==> src/rtl/max_score_tracker_pkg.sv <==
// Shared definitions for the alignment score tracker: matrix geometry,
// score/source widths, the tracker FSM encoding and PE source codes.
package design_variables;

    localparam int SCORE_WIDTH  = 10;
    localparam int SOURCE_WIDTH = 2;
    localparam int QUERY_LEN    = 32;
    localparam int DATABASE_LEN = 32;

    typedef enum logic [1:0] {
        IDLE  = 2'd0,
        TRACK = 2'd1,
        DONE  = 2'd2
    } tracker_state_t;

    // Traceback source codes produced by the processing element.
    localparam logic [SOURCE_WIDTH-1:0] SRC_NONE = 2'd0;
    localparam logic [SOURCE_WIDTH-1:0] SRC_DIAG = 2'd1;
    localparam logic [SOURCE_WIDTH-1:0] SRC_UP   = 2'd2;
    localparam logic [SOURCE_WIDTH-1:0] SRC_LEFT = 2'd3;

endpackage

==> src/rtl/max_score_tracker_cell_index_counter.sv <==
// Raster-order (row, col) cell counter with clear, increment and a flag
// marking the final cell of the matrix.
module cell_index_counter #(
    parameter int QUERY_LEN    = 32,
    parameter int DATABASE_LEN = 32,
    parameter int ROW_WIDTH    = $clog2(QUERY_LEN),
    parameter int COL_WIDTH    = $clog2(DATABASE_LEN)
) (
    input  logic                 clk,
    input  logic                 rst,
    input  logic                 clear,
    input  logic                 inc,
    output logic [ROW_WIDTH-1:0] row,
    output logic [COL_WIDTH-1:0] col,
    output logic                 last
);

    logic [ROW_WIDTH-1:0] row_r;
    logic [COL_WIDTH-1:0] col_r;
    logic                 col_end_s;

    assign col_end_s = (col_r == COL_WIDTH'(DATABASE_LEN - 1));
    assign last      = col_end_s && (row_r == ROW_WIDTH'(QUERY_LEN - 1));
    assign row       = row_r;
    assign col       = col_r;

    // Advance column, wrapping into the next row at the end of each row.
    always_ff @(posedge clk) begin
        if (rst) begin
            row_r <= {ROW_WIDTH{1'b0}};
            col_r <= {COL_WIDTH{1'b0}};
        end else if (clear) begin
            row_r <= {ROW_WIDTH{1'b0}};
            col_r <= {COL_WIDTH{1'b0}};
        end else if (inc) begin
            if (col_end_s) begin
                col_r <= {COL_WIDTH{1'b0}};
                row_r <= last ? {ROW_WIDTH{1'b0}} : row_r + ROW_WIDTH'(1);
            end else begin
                col_r <= col_r + COL_WIDTH'(1);
            end
        end
    end

endmodule

==> src/rtl/max_score_tracker.sv <==
// Tracks the best cell score and its coordinates over a raster-ordered
// matrix and writes each cell's traceback entry. Optional TB_ZERO_FLAG_EN.
module max_score_tracker
    import design_variables::*;
#(
    parameter int SCORE_WIDTH_P  = SCORE_WIDTH,
    parameter int SOURCE_WIDTH_P = SOURCE_WIDTH,
    parameter int QUERY_LEN_P    = QUERY_LEN,
    parameter int DATABASE_LEN_P = DATABASE_LEN,
    parameter int ROW_WIDTH      = $clog2(QUERY_LEN_P),
    parameter int COL_WIDTH      = $clog2(DATABASE_LEN_P),
    parameter int ADDR_WIDTH     = ROW_WIDTH + COL_WIDTH,
`ifdef TB_ZERO_FLAG_EN
    parameter int TB_DATA_WIDTH  = SOURCE_WIDTH_P + 1
`else
    parameter int TB_DATA_WIDTH  = SOURCE_WIDTH_P
`endif
) (
    input  logic                      clk,
    input  logic                      rst,
    input  logic                      start,
    input  logic                      pe_valid,
    input  logic [SCORE_WIDTH_P-1:0]  pe_score,
    input  logic [SOURCE_WIDTH_P-1:0] pe_source,
    input  logic                      pe_zero,
    output logic                      busy,
    output logic                      done,
    output logic [SCORE_WIDTH_P-1:0]  max_score,
    output logic [ROW_WIDTH-1:0]      max_row,
    output logic [COL_WIDTH-1:0]      max_col,
    output logic                      max_found,
    output logic                      tb_wr_en,
    output logic [ADDR_WIDTH-1:0]     tb_wr_addr,
    output logic [TB_DATA_WIDTH-1:0]  tb_wr_data
);

    tracker_state_t             state_r;
    tracker_state_t             next_state_s;
    logic                       clear_s;
    logic                       consume_s;
    logic                       last_s;
    logic [ROW_WIDTH-1:0]       row_s;
    logic [COL_WIDTH-1:0]       col_s;
    logic [TB_DATA_WIDTH-1:0]   entry_s;
    logic                       busy_r;
    logic                       done_r;
    logic [SCORE_WIDTH_P-1:0]   max_score_r;
    logic [ROW_WIDTH-1:0]       max_row_r;
    logic [COL_WIDTH-1:0]       max_col_r;
    logic                       max_found_r;
    logic                       tb_wr_en_r;
    logic [ADDR_WIDTH-1:0]      tb_wr_addr_r;
    logic [TB_DATA_WIDTH-1:0]   tb_wr_data_r;

    assign consume_s = (state_r == TRACK) && pe_valid;

`ifdef TB_ZERO_FLAG_EN
    assign entry_s = {pe_zero, pe_source};
`else
    assign entry_s = pe_source;
`endif

    cell_index_counter #(
        .QUERY_LEN    (QUERY_LEN_P),
        .DATABASE_LEN (DATABASE_LEN_P),
        .ROW_WIDTH    (ROW_WIDTH),
        .COL_WIDTH    (COL_WIDTH)
    ) u_index (
        .clk   (clk),
        .rst   (rst),
        .clear (clear_s),
        .inc   (consume_s),
        .row   (row_s),
        .col   (col_s),
        .last  (last_s)
    );

    // Next-state logic; a start accepted in IDLE also clears the tracker.
    always_comb begin
        next_state_s = state_r;
        clear_s      = 1'b0;
        case (state_r)
            IDLE: begin
                if (start) begin
                    clear_s      = 1'b1;
                    next_state_s = TRACK;
                end else begin
                    next_state_s = IDLE;
                end
            end
            TRACK: begin
                if (consume_s && last_s) begin
                    next_state_s = DONE;
                end else begin
                    next_state_s = TRACK;
                end
            end
            DONE:    next_state_s = IDLE;
            default: next_state_s = IDLE;
        endcase
    end

    // State register with busy/done decoded one cycle early so they are flops.
    always_ff @(posedge clk) begin
        if (rst) begin
            state_r <= IDLE;
            busy_r  <= 1'b0;
            done_r  <= 1'b0;
        end else begin
            state_r <= next_state_s;
            busy_r  <= (next_state_s == TRACK);
            done_r  <= (next_state_s == DONE);
        end
    end

    // Best-score tracking; strict compare keeps the earliest cell on ties.
    always_ff @(posedge clk) begin
        if (rst || clear_s) begin
            max_score_r <= {SCORE_WIDTH_P{1'b0}};
            max_row_r   <= {ROW_WIDTH{1'b0}};
            max_col_r   <= {COL_WIDTH{1'b0}};
            max_found_r <= 1'b0;
        end else if (consume_s) begin
            if (pe_score > max_score_r) begin
                max_score_r <= pe_score;
                max_row_r   <= row_s;
                max_col_r   <= col_s;
            end
            if (!pe_zero) begin
                max_found_r <= 1'b1;
            end
        end
    end

    // Traceback write port, one registered write per consumed cell.
    always_ff @(posedge clk) begin
        if (rst) begin
            tb_wr_en_r   <= 1'b0;
            tb_wr_addr_r <= {ADDR_WIDTH{1'b0}};
            tb_wr_data_r <= {TB_DATA_WIDTH{1'b0}};
        end else begin
            tb_wr_en_r <= consume_s;
            if (consume_s) begin
                tb_wr_addr_r <= {row_s, col_s};
                tb_wr_data_r <= entry_s;
            end
        end
    end

    assign busy       = busy_r;
    assign done       = done_r;
    assign max_score  = max_score_r;
    assign max_row    = max_row_r;
    assign max_col    = max_col_r;
    assign max_found  = max_found_r;
    assign tb_wr_en   = tb_wr_en_r;
    assign tb_wr_addr = tb_wr_addr_r;
    assign tb_wr_data = tb_wr_data_r;

endmodule

==> config.mk <==
export PLATFORM = sky130hd
export DESIGN_NAME = max_score_tracker
export DESIGN_NICKNAME = d
export VERILOG_FILES = /design/src/rtl/max_score_tracker_pkg.sv /design/src/rtl/max_score_tracker_cell_index_counter.sv /design/src/rtl/max_score_tracker.sv
export SDC_FILE = /design/constraint.sdc
export NUM_CORES = 1
export LEC_CHECK = 0
export ABC_AREA = 1
export BUFFER_PORTS_ARGS = -buffer_cell sky130_fd_sc_hd__clkbuf_2
export CORE_ASPECT_RATIO = 0.8
export CORE_MARGIN = 2
export CORE_UTILIZATION = 38
export CTS_BUF_LIST = sky130_fd_sc_hd__clkbuf_4 sky130_fd_sc_hd__clkbuf_8
export CTS_CLUSTER_SIZE = 28
export DETAILED_ROUTE_END_ITERATION = 6
export PLACE_DENSITY = 0.62
export SYNTH_ARGS = -nofsm -noshare
export SYNTH_HDL_FRONTEND = slang
export SYNTH_SLANG_ARGS = --single-unit
==> constraint.sdc <==
create_clock -name clk -period 4.3 [get_ports clk]
set_input_delay 0.86 -clock clk [delete_from_list [all_inputs] [get_ports clk]]
set_output_delay 0.86 -clock clk [all_outputs]
set_load 0.01 [all_outputs]
==> summary.md, run 1 <==
| Metric | Value |
|---|---|
| Outcome | finished, final reports clean |
| Crit-path max FO | 40 |
| Worst setup EP type | register |
| Peak Freq | 0.400 GHz |
| Hold_ws | 467 ps |
| Final-report max-slew violation count | 0 |
| Setup-failing EPs final | 0 |
| Vias/cell | 4.68 |
| Post-CTS setup repair buffer count | 0 |
| Worst clock skew | 7.71 ps |
| Num rows | 25 |
| Adder-cell share of the synthesized area | 7.50% |
| Commonest non-fill, non-tap cell in the layout | nand2_1 |
| Net Sw Frac | 25.0% |
| Initial core utilization | 39.5% |
| P per Cell Area | between 300 and 400 nW/um2 |
| Leakage power | between 0.001 and 0.0015 uW |
| Layout cell share with drive strength beyond 1 | 23.0% |
| I/O Buffers | 52 |
| Power share of the sequential group | 49.3% |
| Clk root buf | clkbuf_8 |
| Initial DRC count | 98 |
| Routed WL per cell | 11.0 um |
| Fin. Hold Viols | 0 |
| P_int | 702 uW |
| Antenna Nets Post-Route | 0 |
| First-pass GRT wire length | 8160 um |
| Share of the synthesized area in the top cell type | between 40% and 50% |
| Combinational fraction of design power | around an eighth |
| Total CTS buffers | 5 |
| Max Cap Viol | 0 |
| Final nets | 387 |
| Drt drc | 0 |
| Cts hold-fix bufs | 0 |
| Asr flop ratio synth | 0% |
| Critical Path Start Type | primary input |
| Cells after synthesis | 312 |
| Synth top area cells | dfxtp_1 41%, nand2_1 11%, a21oi_1 8.6% |
| Clock sinks | 48 |
| Pin count of the biggest net entering global routing | just over 40 |
| Clock slew at reported path FFs | around 90 ps |
| Worst min-delay path category | register to register |
| Peak supply drop | 0.000161 V |
| Mux contribution to synthesized area | 0% |
| Part of the power in the clock network | between 30% and 40% |
| EDFF count, synth | 0 |
| Worst Path Buf+Inv | 2 |
| Post-Synthesis Net Count | around 340 |
| Syn Std Cell Area | 2340 um2 |
| Final min period | 2500 ps |
| CTS Buffer Depth | 2 |
| Die Y | 74.1 um |
| Setup_tns | 0 ps |
| CP cell instances | clkbuf_2, ha_1, nand2_2, inv_1, a21oi_2, nand3_2, a21oi_1, nor2_1 |
| Full die area | 6790 um2 |
| Compound-gate portion of the synthesized area | 11.4% |
| Post-Synth Simple-Gate Area | between 20 and 30% |
| DP HPWL | 3430 um |
| Unrepaired setup endpoints after global routing | no |
| # resized after CTS | 0 |
| Post-Synth XOR/XNOR Area | 0% |
| CTS tree | built |
| Vias in the first global route | 1,861 |
| Gpl congestion | 0.869 |
| Crit Path Category | primary input to register |
| Synth area leader | dfxtp_1 |
| Slew margin rel. | a little over two fifths |
| Critical path's top delay family | simple AND/OR/NAND/NOR gates |
| Register bit total from synthesis | 48 |
| Warnings from Yosys | 0 |
| Ports | 53 |
| Iteration count of the initial detailed-routing pass | 4 |
| Layout area overhead | 16.8% |
| Global-route usage over all layers | between 10% and 20% |
| Routed WL | 4830 um |
| H-tree levels | 2 |
| Ant. Diodes | 0 |
| Avg Inst Size Synth | 7.49 um2 |
| GRT overflow | 0 |
| Crit-path max cell delay | 660 ps |
| Die X-Extent | 91.7 um |
| Top_reg_cell synth | dfxtp_1 |
| Clock latency on the worst-skew pair | 300 ps |
| Register area share after synthesis | 41.1% |
| Highest-delay cell along the critical path | nand3_2 |
| Initial antenna violation count | 0 |
| Post-synth cell types | 25 |
| Largest family of logic cells by synthesized area | simple AND/OR/NAND/NOR gates |
| Area of the core | 5910 um2 |
| Sw power | 234 uW |
| Total number of vias | 2,051 |
| Crit path arrival time | 2680 ps |
| Tcrit/Tclk final | 58.1% |
| CP required | 4480 ps |
| Most frequent cells in the layout | 68 x nand2_1, 52 x clkbuf_2, 48 x dfxtp_1 |
| Worst-Margin Slew | about 850 ps |
[state kept, by name, indices dropped and copies added, names as in the netlist]
signal       cells
tb_wr_data       2
max_row          5
busy             1
u_index.row      5
tb_wr_en         1
state_r          2
done             1
tb_wr_addr      10
u_index.col      5
max_score       10
max_col          5
max_found        1
[power groups by stage]
stage / registers, uW / logic [uW] / clock network, uW
5_1_grt: 463 / 138 / 383
4_1_cts: 462 / 122 / 366
6_report: 461 / 120 / 356
2_1_floorplan: 475 / 91.4 / 0
3_5_place_dp: 472 / 121 / 0
3_3_place_gp: 472 / 118 / 0
[Yosys cell counts (2+ instances only)]
cell type  count
nand2_1       68
dfxtp_1       48
inv_1         42
a21oi_1       40
nor2_1        31
ha_1          14
nand3_1       14
nand3_2       11
buf_2          8
nor3_1         8
o21ai_0        6
buf_6          3
nand2_2        3
buf_4          2
inv_4          2
nand4_1        2
nor2_4         2
[per-layer routing]
| layer | part of all wire [%] | track usage, % | vias up |
|---|---|---|---|
| met5 | 0 | 0 | - |
| met4 | 0.39 | 4.04 | 0 |
| met3 | 5.4 | 3.34 | 3 |
| met2 | 43 | 23.8 | 55 |
| met1 | 51 | 20.1 | 915 |
| li1 | - | - | 1078 |
[kinds of logic after synthesis]
kind of cell	Yosys count
compound gates	49
buf+inv	60
fa+ha+maj	14
simple gates	141
flops	48
[worst paths after layout]
kind | from | end | slack, ps | cells after the start
worst max-delay path | pe_score[9] | max_col[2] | 1800 | 8
worst min-delay path | tb_wr_addr[1] | tb_wr_addr[1] | 470 | 2
worst max register to register | max_score[3] | max_col[2] | 2060 | 10
worst min register to register | tb_wr_addr[1] | tb_wr_addr[1] | 470 | 2
[area by class of cell]
| class | instances | area [um2] |
|---|---|---|
| clock buffers | 7 | 96.3 |
| repair buffers | 52 | 260 |
| fillers | 601 | 3180 |
| flip-flops and latches | 48 | 961 |
| well taps | 81 | 101 |
| multi-input cells | 204 | 1100 |
| inverters | 45 | 174 |
| clock inverters | 1 | 30.0 |
[worst register-to-register path, stage by stage (launching register included)]
cell     delay, ps
dfxtp_1        380
inv_1           60
ha_1           300
nand2_1         70
nand2_1         50
nand2_1         50
nand2_1         60
nand2_1         70
nand3_2        640
a21oi_1        390
nor2_1          80
[per-stage QoR]
step	area (um2)	utilization, %	total power [uW]	std cells	setup WS [ps]
3_3_place_gp	2600	44.0	590	430	1560
5_1_grt	2730	46.1	984	438	1570
4_1_cts	2730	46.1	950	438	1790
6_report	2730	46.1	937	438	1800
3_5_place_dp	2600	44.0	593	430	1510
2_1_floorplan	2340	-	567	312	2320
(Power assumes the default switching activity.)
==> run 2: changes to the inputs <==
==> constraint.sdc (replaced) <==
create_clock -name clk -period 2.5 [get_ports clk]
set_input_delay 0.5 -clock clk [delete_from_list [all_inputs] [get_ports clk]]
set_output_delay 0.5 -clock clk [all_outputs]
set_load 0.01 [all_outputs]
==> run 2 against run 1 <==
Against the previous run: register-to-register slack worse by 1500 ps; worst hold slack got worse by 40 ps; global-route usage rose by 0.43 points; die area did not move; sequential share of layout area grew 0.23 points; worst setup slack got worse by 1200 ps; power is 55% higher; core utilization down 0.30 points; final cell count grew 0.23%; first-iteration DRC count stayed put; largest cell class unchanged.
==> summary.md, run 2 (synthesized netlist as in run 1, its figures left out) <==
| Metric | Value |
|---|---|
| Vias in the first global route | 1,935 |
| Post-CTS setup repair buffer count | 0 |
| Total number of vias | 2,040 |
| Routed WL | 4870 um |
| Gpl congestion | 0.869 |
| Leakage power | between 0.001 and 0.0015 uW |
| Pin count of the biggest net entering global routing | between 40 and 50 |
| Num rows | 25 |
| Total CTS buffers | 5 |
| Worst clock skew | approximately 9.2 ps |
| H-tree levels | 2 |
| Fin. Hold Viols | 0 |
| Initial DRC count | 98 |
| Cts hold-fix bufs | 0 |
| Critical Path Start Type | register |
| Setup-failing EPs final | 0 |
| Worst min-delay path category | primary input to register |
| Outcome | finished, final reports clean |
| Drt drc | 0 |
| P per Cell Area | 535 nW/um2 |
| CTS tree | built |
| Full die area | 6790 um2 |
| Die X-Extent | 91.7 um |
| Vias/cell | 4.65 |
| Ports | 53 |
| Most frequent cells in the layout | 68 x nand2_1, 52 x clkbuf_2, 48 x dfxtp_1 |
| First-pass GRT wire length | 8390 um |
| Final min period | 1910 ps |
| Final nets | 389 |
| DP Area | 2630 um2 |
| Slew margin rel. | about 72% |
| Unrepaired setup endpoints after global routing | no |
| I/O Buffers | between 50 and 60 |
| GRT overflow | 0 |
| CTS Buffer Depth | 2 |
| Max Cap Viol | 0 |
| DP HPWL | 3550 um |
| Commonest non-fill, non-tap cell in the layout | nand2_1 |
| Antenna Nets Post-Route | 0 |
| Design Area, Final | roughly 2700 um2 |
| Crit-path max FO | 26 |
| Die Y | 74.1 um |
| Tcrit/Tclk final | between 70% and 80% |
| Clk root buf | clkbuf_8 |
| Clock latency on the worst-skew pair | 300 ps |
| Worst setup EP type | register |
| CP required | 2690 ps |
| Iteration count of the initial detailed-routing pass | 4 |
| Initial antenna violation count | 0 |
| # resized after CTS | 0 |
| Final-report max-slew violation count | 0 |
| Initial core utilization | between 30 and 40% |
| Peak supply drop | 0.000324 V |
| Area of the core | between 5000 and 6000 um2 |
| Global-route usage over all layers | between 10% and 20% |
| Crit path arrival time | approximately 2100 ps |
| Routed WL per cell | between 10 and 15 um |
| Clock sinks | 48 |
| Crit Path Category | register to register |
| Layout area overhead | 16.0% |
| Clock slew at reported path FFs | 90 ps |
| Ant. Diodes | 0 |
| Layout cell share with drive strength beyond 1 | a little under a quarter |
| Worst-Margin Slew | about 420 ps |
| Peak Freq | 0.524 GHz |
| Setup_tns | 0 ps |
[run 2: cell count changes in the layout (fill, tap and decap cells not counted)]
cell,previous run,this run
clkbuf_8,7,5
bufinv_16,1,0
clkinv_2,0,1
clkinvlp_4,0,1
buf_12,0,1
buf_4,0,1
[run 2: worst max-delay path, cell delays in order, from the launching register on]
cell     delay (ps)
dfxtp_1         370
inv_1            60
ha_1            290
nand2_1          90
inv_1            40
nand2_1          60
nand2_1          60
nand2_1          80
nand3_2         280
buf_12          280
a21oi_1         140
nor2_1           60
[run 2: path summary, 6_finish.rpt]
path	startpoint	endpoint	slack [ps]	cells after the start
worst max-delay path	max_score[5]	max_score[1]	590	11
worst min-delay path	pe_source[0]	tb_wr_data[0]	430	3
worst max register to register	max_score[5]	max_score[1]	590	11
worst min register to register	tb_wr_addr[7]	tb_wr_addr[7]	470	2
[run 2: routing by layer]
metal  track usage, %  vias to the layer above  wire length, um
li1                 -                     1085                -
met2             24.9                       38             2090
met4             3.87                        0               22
met5                0                        -                0
met3             3.85                        2              231
met1             20.2                      915             2520
[run 2: final cells by class]
class,count,area [um2]
multi-input combinational,204,1100
sequential,48,961
clock inverter,2,12.5
timing repair buffer,54,288
tap,81,101
fill,639,3200
inverter,45,174
clock buffer,5,68.8
[run 2: metrics by stage]
| step | utilization [%] | std cells | worst slack (ps) | hold slack, ps | power (uW) |
|---|---|---|---|---|---|
| floorplan | - | 312 | 879 | 453 | 975 |
| global placement | 44.5 | 432 | 436 | 453 | 1020 |
| detailed placement | 44.5 | 432 | 381 | 454 | 1030 |
| CTS | 45.8 | 439 | 569 | 416 | 1470 |
| global route | 45.8 | 439 | 376 | 426 | 1530 |
| finish | 45.8 | 439 | 592 | 427 | 1450 |
[run 2: report_power, final]
group	internal, uW	leakage [uW]	switching (uW)
registers	783	0.000389	11.4
clock network	190	0.0000400	251
logic	80.1	0.000747	136
total	1050	0.00118	398
==> run 3: changes to the inputs <==
--- a/config.mk
+++ b/config.mk
@@ -13,7 +13,7 @@
 export CTS_BUF_LIST = sky130_fd_sc_hd__clkbuf_4 sky130_fd_sc_hd__clkbuf_8
 export CTS_CLUSTER_SIZE = 28
 export DETAILED_ROUTE_END_ITERATION = 6
-export PLACE_DENSITY = 0.62
+export PLACE_DENSITY = 0.64
 export SYNTH_ARGS = -nofsm -noshare
 export SYNTH_HDL_FRONTEND = slang
 export SYNTH_SLANG_ARGS = --single-unit
==> constraint.sdc (replaced) <==
create_clock -name clk -period 1.55 [get_ports clk]
set_input_delay 0.31 -clock clk [delete_from_list [all_inputs] [get_ports clk]]
set_output_delay 0.31 -clock clk [all_outputs]
set_load 0.01 [all_outputs]
==> run 3 against run 2 <==
Against the previous run: the run now ends with negative setup slack left; register-to-register slack got worse by 710 ps; final cell count grew 5.7%; global-route usage grew 1.1 points; non-clock buffer count up 25; clock skew fell by 2.7 ps; core utilization grew 9.7 points; sequential power increased by 61%; clock-buffer cell count unchanged; critical path depth stayed put; worst setup slack got worse by 710 ps; die area did not move; via count up 6.8%; critical endpoint is now max_row[4].
==> summary.md, run 3 (synthesized netlist as in run 1, its figures left out) <==
| Metric | Value |
|---|---|
| Crit path arrival time | 1860 ps |
| H-tree levels | 2 |
| Iteration count of the initial detailed-routing pass | 4 |
| Global-route usage over all layers | 16.3% |
| Full die area | 6790 um2 |
| Final nets | ~410 |
| Initial core utilization | between 30% and 40% |
| Initial antenna violation count | 0 |
| Layout area overhead | 40.4% |
| Multi-input logic area | 1380 um2 |
| Fin. Hold Viols | 0 |
| CTS Buffer Depth | 2 |
| Routed WL | 5780 um |
| Total number of vias | 2,179 |
| Gpl congestion | around 0.77 |
| Final core occ | 55.5% |
| Worst min-delay path category | primary input to register |
| CTS tree | built |
| Worst setup EP type | register |
| Final worst setup slack | -113 ps |
| Final-report max-slew violation count | 0 |
| Vias/cell | 4.70 |
| Unrepaired setup endpoints after global routing | yes |
| Final min period | between 1500 and 2000 ps |
| Layout cell share with drive strength beyond 1 | 44.6% |
| Leakage power | between 0.001 and 0.0015 uW |
| Max Cap Viol | 0 |
| Total CTS buffers | 5 |
| FF/Latch Area | 973 um2 |
| Clock sinks | 48 |
| P_int | 1830 uW |
| Setup_tns | -1290 ps |
| Area of the core | 5910 um2 |
| Antenna Nets Post-Route | 0 |
| Net Sw Frac | 29.0% |
| GRT overflow | 0 |
| First-pass GRT wire length | 8930 um |
| Die Y | 74.1 um |
| Combinational fraction of design power | a little over a fifth |
| P per Cell Area | 785 nW/um2 |
| Vias in the first global route | between 2k and 2.5k |
| Die X-Extent | 91.7 um |
| Failing checks | negative setup slack |
| Pin count of the biggest net entering global routing | 25 |
| Setup-failing EPs final | 20 |
| Sw power | between 700 and 800 uW |
| Crit-path max FO | 7 |
| Clk root buf | clkbuf_8 |
| Design Area, Final | 3280 um2 |
| Num rows | 25 |
| Clock slew at reported path FFs | 90 ps |
| Ports | 53 |
| I/O Buffers | 52 |
| Worst clock skew | 6.51 ps |
| Drt drc | 0 |
| DP Area | 2810 um2 |
| Total power | 2570 uW |
| Crit Path Category | register to register |
| Outcome | complete, but fails checks |
| Tcrit/Tclk final | 107% |
| DP HPWL | 3680 um |
| Peak supply drop | 0.000510 V |
| Most frequent cells in the layout | 59 x nand2_1, 52 x clkbuf_2, 38 x dfxtp_1 |
| Cts hold-fix bufs | 0 |
| Critical Path Start Type | register |
| Initial DRC count | 108 |
| R2r setup slk | -110 ps |
| CP required | 1750 ps |
| Slew margin rel. | approximately 83% |
| Routed WL per cell | 12.5 um |
| Part of the power in the clock network | 28.2% |
| Pre-CTS setup slack | -124 ps |
| Commonest non-fill, non-tap cell in the layout | nand2_1 |
| Ant. Diodes | 0 |
| Peak Freq | 0.601 GHz |
| Clock latency on the worst-skew pair | approximately 300 ps |
| Power share of the sequential group | 49.8% |
| Worst-Margin Slew | 248 ps |
| Fillcell total | between 500 and 600 |
run 3: changes by cell type in the layout (fill, tap and decap cells not counted), moves of 9 or more:
| cell | previous run | this run |
|---|---|---|
| buf_4 | 1 | 18 |
| a21oi_1 | 40 | 25 |
| a21oi_2 | 1 | 14 |
| dfxtp_1 | 48 | 38 |
| dfxtp_2 | 0 | 10 |
| nand2_1 | 68 | 59 |
| nand3_1 | 14 | 5 |
run 3: final cells by class:
type                            instances  share of cell area, %
Timing Repair Buffer                   79                   17.3
Tap cell                               81                   3.09
Clock inverter                          2                  0.381
Multi-Input combinational cell        204                   42.1
Sequential cell                        48                   29.7
Inverter                               45                   5.30
Clock buffer                            5                   2.10
run 3: worst max-delay path, cell delays in order, from the launching register on:
cell and delay, ps:
dfxtp_2 340, inv_2 40, ha_4 220, nand2_4 80
inv_1 50, nand2_1 70, nand2_2 50, nand2_2 80
nand3_4 190, clkbuf_16 240, a21oi_2 140, nor2_1 60
run 3: power groups by stage:
stage	Clock [uW]	Sequential, uW	Combinational [uW]
finish	727	1280	565
global route	802	1290	624
CTS	754	1280	411
detailed placement	0	1310	396
global placement	0	1310	390
floorplan	0	1320	253
run 3: path summary, 6_finish.rpt:
kind | start | endpoint | cells past startpoint
min reg2reg | tb_wr_addr[3] | tb_wr_addr[3] | 2
max | max_score[5] | max_row[4] | 11
min | pe_source[1] | tb_wr_data[1] | 3
max reg2reg | max_score[5] | max_row[4] | 11
run 3: per-stage QoR:
stage / cells / hold slack, ps
after CTS: 459 / 225
after global routing: 464 / 252
after detailed placement: 452 / 455
final: 464 / 233
after floorplan: 312 / 453
after global placement: 452 / 453
run 3: what timing repair did:
item	4_1_cts	5_1_grt
gates cloned	0	4
gates resized for setup	14	61
setup endpoints to repair	24	28
setup buffers	0	1
pin swaps	1	17
run 3: per-layer routing:
layer	part of all wire [%]	track usage, %	vias up	routed length [um]
li1	-	-	1131	-
met1	47	21.4	986	2720
met2	48	27.5	58	2780
met3	4.3	3.34	4	248
met4	0.62	4.55	0	36
met5	0	0	-	0
